## config.mk

```make
export PLATFORM = sky130hd
export DESIGN_NAME = mask_gen_512bit
export DESIGN_NICKNAME = d
export VERILOG_FILES = /design/src/rtl/mask_gen_512bit.sv
export SDC_FILE = /design/constraint.sdc
export NUM_CORES = 2
export LEC_CHECK = 0
export ABC_AREA = 1
export BUFFER_PORTS_ARGS = -buffer_cell sky130_fd_sc_hd__buf_4
export CAP_MARGIN = 20
export CORE_MARGIN = 5
export CORE_UTILIZATION = 44
export CTS_CLUSTER_SIZE = 40
export DETAILED_ROUTE_END_ITERATION = 8
export SLEW_MARGIN = 20
export SYNTH_ARGS = -nofsm -noshare
export SYNTH_HDL_FRONTEND = slang
export SYNTH_SLANG_ARGS = --single-unit
```

## constraint.sdc

```tcl
create_clock -name i_clk -period 4.9 [get_ports i_clk]
set_input_delay 0.98 -clock i_clk [delete_from_list [all_inputs] [get_ports i_clk]]
set_output_delay 0.98 -clock i_clk [all_outputs]
set_load 0.02 [all_outputs]
```

## src/rtl/mask_gen_512bit.sv

```systemverilog
// mask_gen_512bit: builds a 512-bit contiguous range mask (bits L..R inclusive set),
// one SLICE_W-bit slice per clock into a shadow register, then publishes it atomically.
// Latency: trigger sampled at edge N -> o_done/o_mask valid after edge N+NSLICE.
// Backpressure: level handshake; i_trig held until o_done seen; DONE holds while i_trig=1.
//
// Ports:
//   i_clk                clock, all logic on rising edge
//   i_rst                synchronous active-high reset
//   i_trig               start request (level)
//   i_bound_index_left   left bound L (0..511)
//   i_bound_index_right  right bound R (0..511)
//   o_done               result valid / handshake acknowledge
//   o_mask               generated mask, bit i <-> index i
module mask_gen_512bit #(
  parameter int SLICE_W = 32
) (
  input  logic         i_clk,
  input  logic         i_rst,
  input  logic         i_trig,
  input  logic [8:0]   i_bound_index_left,
  input  logic [8:0]   i_bound_index_right,
  output logic         o_done,
  output logic [511:0] o_mask
);

  localparam int NSLICE = 512 / SLICE_W;
  localparam int KW     = (NSLICE > 1) ? $clog2(NSLICE) : 1;

  typedef enum logic [1:0] {
    IDLE  = 2'd0,
    BUILD = 2'd1,
    DONE  = 2'd2
  } state_t;

  state_t         state;
  logic [KW-1:0]  k;
  logic [8:0]     lat_l;
  logic [8:0]     lat_r;
  logic [511:0]   shadow;

  logic [9:0]         base;
  logic [SLICE_W-1:0] slice;
  logic [511:0]       shadow_nxt;

  // Slice k of the mask, from the latched bounds. Index math is 10 bits so
  // base+j never wraps and L>R naturally yields an empty slice.
  always_comb begin
    base       = 10'(k) * 10'(SLICE_W);
    slice      = '0;
    for (int j = 0; j < SLICE_W; j++) begin
      slice[j] = ((base + 10'(j)) >= {1'b0, lat_l}) &&
                 ((base + 10'(j)) <= {1'b0, lat_r});
    end
    // Shadow including the slice being computed this cycle, so the final
    // slice lands in o_mask on the same edge as the rest.
    shadow_nxt                     = shadow;
    shadow_nxt[base +: SLICE_W]    = slice;
  end

  always_ff @(posedge i_clk) begin
    if (i_rst) begin
      state  <= IDLE;
      k      <= '0;
      lat_l  <= '0;
      lat_r  <= '0;
      shadow <= '0;
      o_done <= 1'b0;
      o_mask <= '0;
    end else begin
      case (state)
        IDLE: begin
          o_done <= 1'b0;
          if (i_trig) begin
            lat_l <= i_bound_index_left;
            lat_r <= i_bound_index_right;
            k     <= '0;
            state <= BUILD;
          end
        end
        BUILD: begin
          shadow <= shadow_nxt;
          if (k == KW'(NSLICE - 1)) begin
            o_mask <= shadow_nxt;
            o_done <= 1'b1;
            k      <= '0;
            state  <= DONE;
          end else begin
            k <= k + 1'b1;
          end
        end
        DONE: begin
          // Requester must drop i_trig before another build can start.
          if (!i_trig) begin
            o_done <= 1'b0;
            state  <= IDLE;
          end
        end
        default: begin
          o_done <= 1'b0;
          state  <= IDLE;
        end
      endcase
    end
  end

endmodule

```

==> impl_metrics.csv <==
group,metric,value,unit
critical_path,crit_cells,10,
outcome,status,"finished, final reports clean",
grt,grt_pass1_wl,245000,um
clock_tree,clk_pin_slew,60,ps
sta,slew_violations,0,
routing,via_per_inst,5.17,
place,dp_hpwl,109000,um
logic_synthesis,synth_area_per_cell,6.77,um^2
routing,route.detailed.drc,0,
logic_synthesis,yosys_most_used_dff,"dfxtp_1",
layout,nets,7097,
clock_tree,cts_resized,0,
floorplanning,die_w,334,um
sta,fmax,255,MHz
layout,design_area,54800,um^2
logic_synthesis,yosysTopAreaCell,"dfxtp_1",
clock_tree,htree_num_levels,3,
floorplanning,coreArea,104000,um^2
critical_path,slowest_stage,"ha_4",
layout,fillers,10500,
sta,setup_viol,0,
routing,drt_wl_total,165000,um
place,place_congestion,0.956,
clock_tree,tritoncts,"built",
routing,first_pass_iters,6,
floorplanning,boundaryPins,534,
critical_path,critPathMaxStageDelay,810,ps
floorplanning,rows,118,
logic_synthesis,synth_fp_nets,6855,
routing,vias,44200,
sta,rsz0062_at_grt,"false",
pwr,p_per_area,373,nW/um^2
critical_path,worstPathArrival,4540,ps
grt,overflow,0,
sta,hold_viol_final,0,
layout,register_area,21000,um^2
floorplanning,die_area,112000,um^2
critical_path,required,5520,ps
logic_synthesis,synth_edf_count,0,
place,io_buffers,533,
critical_path,crit_type,"reg2reg",
clock_tree,hold_buffers,0,
sta,finalWorstSetupSlack,982,ps
sta,skew,16.3,ps
clock_tree,cts_setup_buffers,0,
routing,wire_per_inst,19.3,um
sta,slew_headroom,21.7,%
logic_synthesis,async_flop_share,0,%
grt,grt.total_usage,28.0,%
clock_tree,cts_made_buffers,114,
critical_path,crit_path_frequent_cell,"nand2_1",
critical_path,cp-end-kind,"flop",
logic_synthesis,synth-seq-cells,1049,
pwr,p_leak,26.9,nW
grt,grt_pass1_vias,39400,
critical_path,r2r.worst_path.cells,10,
logic_synthesis,synth_commonest_cells,"1063 x nor2_1, 1049 x dfxtp_1, 1026 x nand2_1",
critical_path,path_buf_inv,3,
critical_path,timing.critical_path.from,"k[0]",
critical_path,timing.rr.start,"k[0]",
grt,grt_max_degree,219,
logic_synthesis,synth_most_common_cell,"nor2_1",
grt,antenna_found_initial,6,
layout,drive_above_1_share,13.2,%
sta,finalSetupTns,0,ps
hold_path,hold_start,"lat_l[6]",
logic_synthesis,yosys_warnings,0,
sta,tightest_slew,1170,ps
logic_synthesis,yosysSeqAreaShare,45.4,%
logic_synthesis,syn_inst,6822,
clock_tree,clkLatencyLatePin,710,ps
logic_synthesis,syn-cell-area,46200,um^2
logic_synthesis,synth.top_cell.area_share,45.4,%
hold_path,hold_class,"reg2reg",
critical_path,startpoint_type,"flop",
critical_path,crit_chain,"inv_2, ha_4, inv_1, nor2_1, nand2_1, nor2_4, buf_4, or2_2, nand2_1, a21oi_1",
floorplanning,start_util,44.5,%
place,placed_area,50800,um^2
layout,area_growth,18.6,%
pwr,ir_drop,0.278,mV
clock_tree,cts-root-buf,"clkbuf_16",
place,dpl_worst_slack,1040,ps
place,dp_cells,8328,
sta,min_period,3920,ps
routing,drt_iter0_drc,4344,
critical_path,path_delay_family,"simple AND/OR/NAND/NOR gates",
routing,drtAntennaViolNets,0,
layout,multi_input_area,20000,um^2
sta,min_period_over_period,80.0,%
floorplanning,fp.dieH,334,um
clock_tree,clock_sinks,1049,
hold_path,min_path_cells,2,
clock_tree,cts_buffer_depth,3,
layout,utilization,52.7,%
logic_synthesis,synthTopCellsByArea,"dfxtp_1 45%, nor2_1 8.6%, nand2_1 8.3%",
layout,layout.cells.non_filler,8542,
logic_synthesis,synth_cell_type_count,39,
critical_path,cp_max_fo,55,
flow_run,max-cap-violations,0,
[placed cells by master (no fill, tap or decap), drive strengths merged]
cell type  netlist  routed
a211oi           1       1
a21o             1       1
a21oi          555     555
a221oi           1       1
a31oi            1       1
buf            191     610
bufinv           0      10
clkbuf         293     177
clkinv           6      26
clkinvlp         0       2
dfxtp         1049    1049
diode            0       3
ha              12      12
inv            889     891
mux2i            2       2
nand2         1029    1029
nand3          448     448
nand4           49      49
nor2          1094    1094
nor3             6       6
o21ai         1092    1092
o21bai           1       1
or2            100     100
xnor2            1       1
xor2             1       1
[flip-flops by register name, summed over array words and instances, names as in the netlist]
| signal | cells |
|---|---|
| k | 4 |
| lat_l | 9 |
| lat_r | 9 |
| o_done | 1 |
| o_mask | 512 |
| shadow | 512 |
| state | 2 |
[worst min-delay path, stage by stage (launching register included)]
cell	delay, ps
dfxtp_1	300
inv_1	70
a21oi_1	60
[cells by family after synthesis]
| group | synth area share (%) |
|---|---|
| adders and majority gates | 0.325 |
| DFF | 45.4 |
| and+or+nand+nor | 24.6 |
| AOI/OAI and AO/OA | 17.9 |
| xor gates and xnor gates | 0.0542 |
| buffers and inverters | 11.6 |
| muxes | 0.0433 |
[path summary, 6_finish.rpt]
path | slack (ps) | end
max reg2reg | 980 | shadow[336]
min | 470 | lat_l[6]
max | 980 | shadow[336]
min reg2reg | 470 | lat_l[6]
[where the power goes]
| group | switching [mW] | leakage (nW) | internal (mW) | total, mW |
|---|---|---|---|---|
| combinational | 1.70 | 16.4 | 0.635 | 2.33 |
| sequential | 0.157 | 8.54 | 8.91 | 9.07 |
| clock | 3.62 | 1.96 | 5.42 | 9.04 |
| total | 5.47 | 26.9 | 15.0 | 20.4 |
[metrics by stage]
stage | hold WS, ps | total power [mW]
CTS | 468 | 20.6
floorplan | 435 | 10.8
finish | 467 | 20.4
global route | 482 | 21.2
detailed placement | 456 | 11.6
global placement | 453 | 11.5
[layer usage]
layer  part of all wire (%)  vias up  track usage (%)
li1                       -    22100                -
met1                     44    20500             38.0
met2                     46     1335             45.6
met3                    6.9      251             5.22
met4                    3.3        2             8.62
met5                 0.0061        -                0
[area by class of cell]
cell class,count,area share [%]
Tap cell,1380,3.15
Clock inverter,34,0.804
Multi-Input combinational cell,4394,36.4
Clock buffer,177,6.41
Sequential cell,1049,38.3
Timing Repair Buffer,610,8.69
Inverter,895,6.17
Antenna cell,3,0.0137
Note: power is estimated with default switching activity, not from simulation.
